## src/rtl/acquire_trig.sv

```systemverilog
// Triggered ADC acquisition controller: arms on a threshold crossing, then streams
// raw samples (scope mode) or packed threshold bits (logic mode) into a capture RAM.
module acquire_trig #(
  parameter int unsigned DATA_W = 8,
  parameter int unsigned ADDR_W = 10
) (
  input  logic              clk,
  input  logic              rst,
  input  logic              grant_acq,
  input  logic              mode,
  input  logic              trig_en,
  input  logic              trig_edge,
  input  logic [DATA_W-1:0] threshold,
  input  logic [DATA_W-1:0] adc_data,
  output logic              done_acq,
  output logic [ADDR_W-1:0] wr_addr,
  output logic [DATA_W-1:0] wr_data,
  output logic              wr_en,
  output logic              armed
);

  localparam int unsigned BCNT_W = (DATA_W > 1) ? $clog2(DATA_W) : 1;
  localparam logic [ADDR_W-1:0] ADDR_MAX = '1;
  localparam logic [BCNT_W-1:0] BIT_LAST = BCNT_W'(DATA_W - 1);

  typedef enum logic [1:0] {S_IDLE, S_ARMED, S_CAPTURE, S_DONE} state_t;

  state_t              state_q, state_d;
  logic                cmp_prev_q;
  logic                seed_q;
  logic                mode_q, mode_d;
  logic                trig_en_q, trig_en_d;
  logic                edge_q, edge_d;
  logic [DATA_W-1:0]   thr_q, thr_d;
  logic [DATA_W-1:0]   pack_q, pack_d;
  logic [BCNT_W-1:0]   bit_cnt_q, bit_cnt_d;
  logic [ADDR_W-1:0]   iss_q, iss_d;
  logic [ADDR_W-1:0]   wr_addr_q, wr_addr_d;
  logic [DATA_W-1:0]   wr_data_q, wr_data_d;
  logic                wr_en_q, wr_en_d;
  logic                done_q, done_d;
  logic                armed_q, armed_d;

  logic [DATA_W-1:0]   thr_eff_c;
  logic                cmp_c;
  logic                trig_hit_c;
  logic                take_c;
  logic                issue_c;

  // Threshold compare; the live threshold only matters before it is latched.
  always_comb begin
    thr_eff_c  = (state_q == S_IDLE) ? threshold : thr_q;
    cmp_c      = (adc_data > thr_eff_c);
    trig_hit_c = ~seed_q & (edge_q ? (cmp_c & ~cmp_prev_q) : (~cmp_c & cmp_prev_q));
  end

  // Next-state and datapath
  always_comb begin
    state_d   = state_q;
    mode_d    = mode_q;
    trig_en_d = trig_en_q;
    edge_d    = edge_q;
    thr_d     = thr_q;
    pack_d    = pack_q;
    bit_cnt_d = bit_cnt_q;
    iss_d     = iss_q;
    wr_data_d = wr_data_q;
    wr_en_d   = 1'b0;
    wr_addr_d = wr_addr_q;
    take_c    = 1'b0;
    issue_c   = 1'b0;

    // Address advances after each visible strobe and parks on the last word.
    if (wr_en_q && (wr_addr_q != ADDR_MAX)) begin
      wr_addr_d = wr_addr_q + 1'b1;
    end

    case (state_q)
      S_IDLE: begin
        wr_addr_d = '0;
        bit_cnt_d = '0;
        iss_d     = '0;
        if (grant_acq) begin
          mode_d    = mode;
          trig_en_d = trig_en;
          edge_d    = trig_edge;
          thr_d     = threshold;
          state_d   = trig_en ? S_ARMED : S_CAPTURE;
        end
      end
      S_ARMED: begin
        if (!grant_acq) begin
          state_d   = S_IDLE;
          wr_addr_d = '0;
        end else if (trig_hit_c) begin
          take_c  = 1'b1;
          state_d = S_CAPTURE;
        end
      end
      S_CAPTURE: begin
        if (!grant_acq) begin
          state_d   = S_IDLE;
          wr_addr_d = '0;
        end else begin
          take_c = 1'b1;
        end
      end
      S_DONE: begin
        if (!grant_acq) begin
          state_d   = S_IDLE;
          wr_addr_d = '0;
        end
      end
      default: state_d = S_IDLE;
    endcase

    if (take_c) begin
      if (!mode_q) begin
        wr_data_d = adc_data;
        issue_c   = 1'b1;
      end else begin
        pack_d = {cmp_c, pack_q[DATA_W-1:1]};
        if (bit_cnt_q == BIT_LAST) begin
          bit_cnt_d = '0;
          wr_data_d = pack_d;
          issue_c   = 1'b1;
        end else begin
          bit_cnt_d = bit_cnt_q + 1'b1;
        end
      end
    end

    // The final issued write hands over to DONE; its strobe lands on DONE entry.
    if (issue_c) begin
      wr_en_d = 1'b1;
      if (iss_q == ADDR_MAX) begin
        state_d = S_DONE;
      end else begin
        iss_d = iss_q + 1'b1;
      end
    end

    done_d  = (state_d == S_DONE);
    armed_d = (state_d == S_ARMED);
  end

  always_ff @(posedge clk) begin
    if (rst) begin
      state_q    <= S_IDLE;
      cmp_prev_q <= 1'b0;
      seed_q     <= 1'b0;
      mode_q     <= 1'b0;
      trig_en_q  <= 1'b0;
      edge_q     <= 1'b0;
      thr_q      <= '0;
      pack_q     <= '0;
      bit_cnt_q  <= '0;
      iss_q      <= '0;
      wr_addr_q  <= '0;
      wr_data_q  <= '0;
      wr_en_q    <= 1'b0;
      done_q     <= 1'b0;
      armed_q    <= 1'b0;
    end else begin
      state_q    <= state_d;
      cmp_prev_q <= cmp_c;
      seed_q     <= (state_q == S_IDLE);
      mode_q     <= mode_d;
      trig_en_q  <= trig_en_d;
      edge_q     <= edge_d;
      thr_q      <= thr_d;
      pack_q     <= pack_d;
      bit_cnt_q  <= bit_cnt_d;
      iss_q      <= iss_d;
      wr_addr_q  <= wr_addr_d;
      wr_data_q  <= wr_data_d;
      wr_en_q    <= wr_en_d;
      done_q     <= done_d;
      armed_q    <= armed_d;
    end
  end

  assign done_acq = done_q;
  assign wr_addr  = wr_addr_q;
  assign wr_data  = wr_data_q;
  assign wr_en    = wr_en_q;
  assign armed    = armed_q;

endmodule

```

## config.mk

```make
export PLATFORM = sky130hd
export DESIGN_NAME = acquire_trig
export DESIGN_NICKNAME = d
export VERILOG_FILES = /design/src/rtl/acquire_trig.sv
export SDC_FILE = /design/constraint.sdc
export NUM_CORES = 1
export LEC_CHECK = 0
export ABC_CLOCK_PERIOD_IN_PS = 7700
export BUFFER_PORTS_ARGS = -buffer_cell sky130_fd_sc_hd__buf_2
export CAP_MARGIN = 10
export CORE_MARGIN = 10
export CORE_UTILIZATION = 40
export CTS_CLUSTER_DIAMETER = 40
export DETAILED_ROUTE_END_ITERATION = 7
export MAX_ROUTING_LAYER = met4
export PLACE_DENSITY_LB_ADDON = 0.12
export SKIP_LAST_GASP = 1
export SLEW_MARGIN = 0
export SYNTH_ARGS = -nofsm -noshare
export SYNTH_HDL_FRONTEND = slang
export SYNTH_SLANG_ARGS = --single-unit
```

## constraint.sdc

```tcl
create_clock -name clk -period 7.7 [get_ports clk]
set_clock_uncertainty 0.15 [all_clocks]
set_input_delay 1.155 -clock clk [delete_from_list [all_inputs] [get_ports clk]]
set_output_delay 1.155 -clock clk [all_outputs]
set_load 0.1 [all_outputs]
```

==> flow_summary.yaml <==
cts:
  cts_setup_buffers: 0
  cts_tree: "built"
  clk_pin_slew_ns: 0.10
  htree_levels: 2
  numCtsBuffers: 5
  cts_resized: 0
  root_buffer: "clkbuf_8"
  clock_latency_ns: 0.31
  clock_sinks: 55
  cts_buffer_depth: 2
  holdBufCountCts: 0
cells_and_area:
  area_growth_pct: 13.1
  drive_gt1_frac: 0.158
  postLayoutCellArea_um2: 3200
  layout.nets: 398
  nFillCells: 676
  antenna_cells: 0
logic_synthesis:
  yosysSeqAreaShare: 0.390
  synth_edf_count: 0
  synth_seq_cells: 55
  ys_types: 51
  yosysWarningCount: 0
  syn_nets: 362
  syn_area_per_cell_um2: 8.72
  synth_area_um2: 2830
  synth_ff_type: "dfxtp_1"
  async_flop_share: 0
  synthCells: 324
worst_setup_path:
  required_ns: 7.71
  cp-end-kind: "flop"
  rrSetupSlack_ns: 3.52
  cp_slowest_cell: "ha_1"
  crit_fanout: 25
  crit_type: "reg -> reg"
  max_stage_delay_ns: 0.84
  arrival_ns: 4.19
  start_kind: "flop"
  crit_chain: "inv_1 -> ha_1 -> mux2_2 -> ha_1 -> nand4_1 -> nand2_1 -> a211oi_2 -> a2111oi_4 -> nor2_1 -> mux2i_1 -> nor2_1"
drt:
  viasPerCell: 5.17
  drtIter0Drc: 112
  top_layer_used: "met4"
  wl_per_cell_um: 14.3
  vias: 2362
  routed_wl_mm: 6.51
  dr_wl_met2_mm: 3.07
  drt-met1-wl_mm: 3.13
  wl_met3_um: 247
  ant_nets: 0
  drc: 0
  drt_pass1_iterations: 4
global_route:
  antenna_found_initial: 0
  grt_pass1_wl_mm: 11.2
  grt_usage: 0.124
  grt_pass1_vias: 2327
  overflow: 0
  grt_max_degree: 48
power_and_ir_drop:
  p_per_area_nw_per_um2: 169
  total_power_mw: 0.540
  peakVddDrop_mv: 0.0961
  p_leak_nw: 1.24
floorplanning:
  die_x_um: 104
  initial_core_util: 0.414
  die_area_um2: 10800
  num_rows: 30
  core_um2: 6830
  dieHeight_um: 104
  io_pins: 43
timing:
  finalHoldViolCount: 0
  maxSlewViolCount: 0
  fin_crit_sh: 0.542
  fmax_mhz: 239
  rsz0062_at_grt: "no"
  tightest_slew_ns: 1.07
  slew_headroom: 0.282
  final-setup-viol-count: 0
  hold_slack_ns: 0.310
  tns_ns: 0
  finalCriticalPeriod_ns: 4.18
job:
  max-cap-violations: 0
placement:
  gp_congestion: 0.820
  place.detailed.hpwl_mm: 4.74
  postPlaceCellArea_um2: 3110
  io_buffer_count: 42
status:
  status: "completed"
min_path:
  hold_path_class: "reg -> reg"
[area by class of cell]
type                       instances  area, um2  share of cell area
multi-input combinational        248       1640               0.514
sequential                        55       1100               0.345
timing repair buffer              43        218              0.0681
tap                               96        120              0.0376
clock buffer                       6       72.6              0.0227
inverter                           7       26.3             0.00822
clock inverter                     2       16.3             0.00509
[registers in the layout, summed over array words and instances, names as in the netlist]
name,count
iss_q,10
mode_q,1
done_acq,1
wr_data,8
thr_q,8
state_q,2
armed,1
pack_q,7
bit_cnt_q,3
cmp_prev_q,1
edge_q,1
wr_addr,10
seed_q,1
wr_en,1
[cells by family after synthesis]
family	share of synthesized area
muxes	0.0819
adders and majority gates	0.0708
AOI/OAI and AO/OA	0.154
and+or+nand+nor	0.236
xor gates and xnor gates	0.0372
buffers and inverters	0.0297
DFF	0.390
[metrics by stage]
stage                     std cells  setup slack [ns]  utilization
after floorplan                 324              4.16            -
after global routing            457              3.15        0.468
after CTS                       457              3.50        0.468
after detailed placement        449              3.53        0.455
final                           457              3.52        0.468
after global placement          449              3.66        0.455
[critical path, delay by kind of cell, from the launching register on]
kind / cells / cell delay [ns]
mux: 2 / 0.70
buf+inv: 1 / 0.13
simple gates: 4 / 1.14
fa+ha+maj: 2 / 1.11
compound gates: 2 / 0.44
flops: 1 / 0.36
[worst paths after layout]
| kind | startpoint | endpoint | depth (start not counted) |
|---|---|---|---|
| max | state_q[0]$_SDFF_PP0_ | pack_q[1]$_SDFFE_PP0P_ | 11 |
| min | thr_q[1]$_SDFFE_PP0P_ | thr_q[1]$_SDFFE_PP0P_ | 2 |
| max reg2reg | state_q[0]$_SDFF_PP0_ | pack_q[1]$_SDFFE_PP0P_ | 11 |
| min reg2reg | thr_q[1]$_SDFFE_PP0P_ | thr_q[1]$_SDFFE_PP0P_ | 2 |
[power breakdown]
part	switching (mW)	total (mW)	internal [mW]
logic	0.0502	0.0783	0.0281
clock network	0.0997	0.165	0.0657
registers	0.00559	0.297	0.291
total	0.155	0.540	0.385
[layout by cell type, fill, tap and decap left out, types with 2 or more instances in the layout]
master,n
dfxtp_1,55
nand2_1,42
buf_2,42
nor2_1,35
a21oi_1,27
mux2i_1,22
ha_1,16
nand3_1,13
a211oi_1,9
xor2_1,8
inv_1,7
o21ai_0,7
nor2b_1,6
or3b_1,6
nor3_1,5
and3_1,5
clkbuf_8,5
xnor2_1,4
o21a_1,3
o211ai_1,2
a21o_1,2
nand4_1,2
and4_1,2
nor4_1,2
a31oi_1,2
nand3b_1,2
o311ai_0,2
and4b_1,2
[synth_stat cells, types with 7 or more instances]
library cell / number / area share
a21oi_1: 27 / 0.048
inv_1: 7 / 0.0093
mux2i_1: 22 / 0.078
a211oi_1: 9 / 0.024
nand2_1: 42 / 0.056
nand3_1: 13 / 0.023
nor2_1: 35 / 0.046
clkbuf_1: 8 / 0.011
dfxtp_1: 55 / 0.39
xor2_1: 8 / 0.025
ha_1: 16 / 0.071
o21ai_0: 7 / 0.012
[routing by layer]
| layer | global-route usage | vias up |
|---|---|---|
| met4 | 0.0348 | 0 |
| met3 | 0.0279 | 4 |
| li1 | - | 1230 |
| met1 | 0.153 | 1089 |
| met2 | 0.199 | 39 |
| met5 | - | - |
Power figures use the tool's default switching activity.
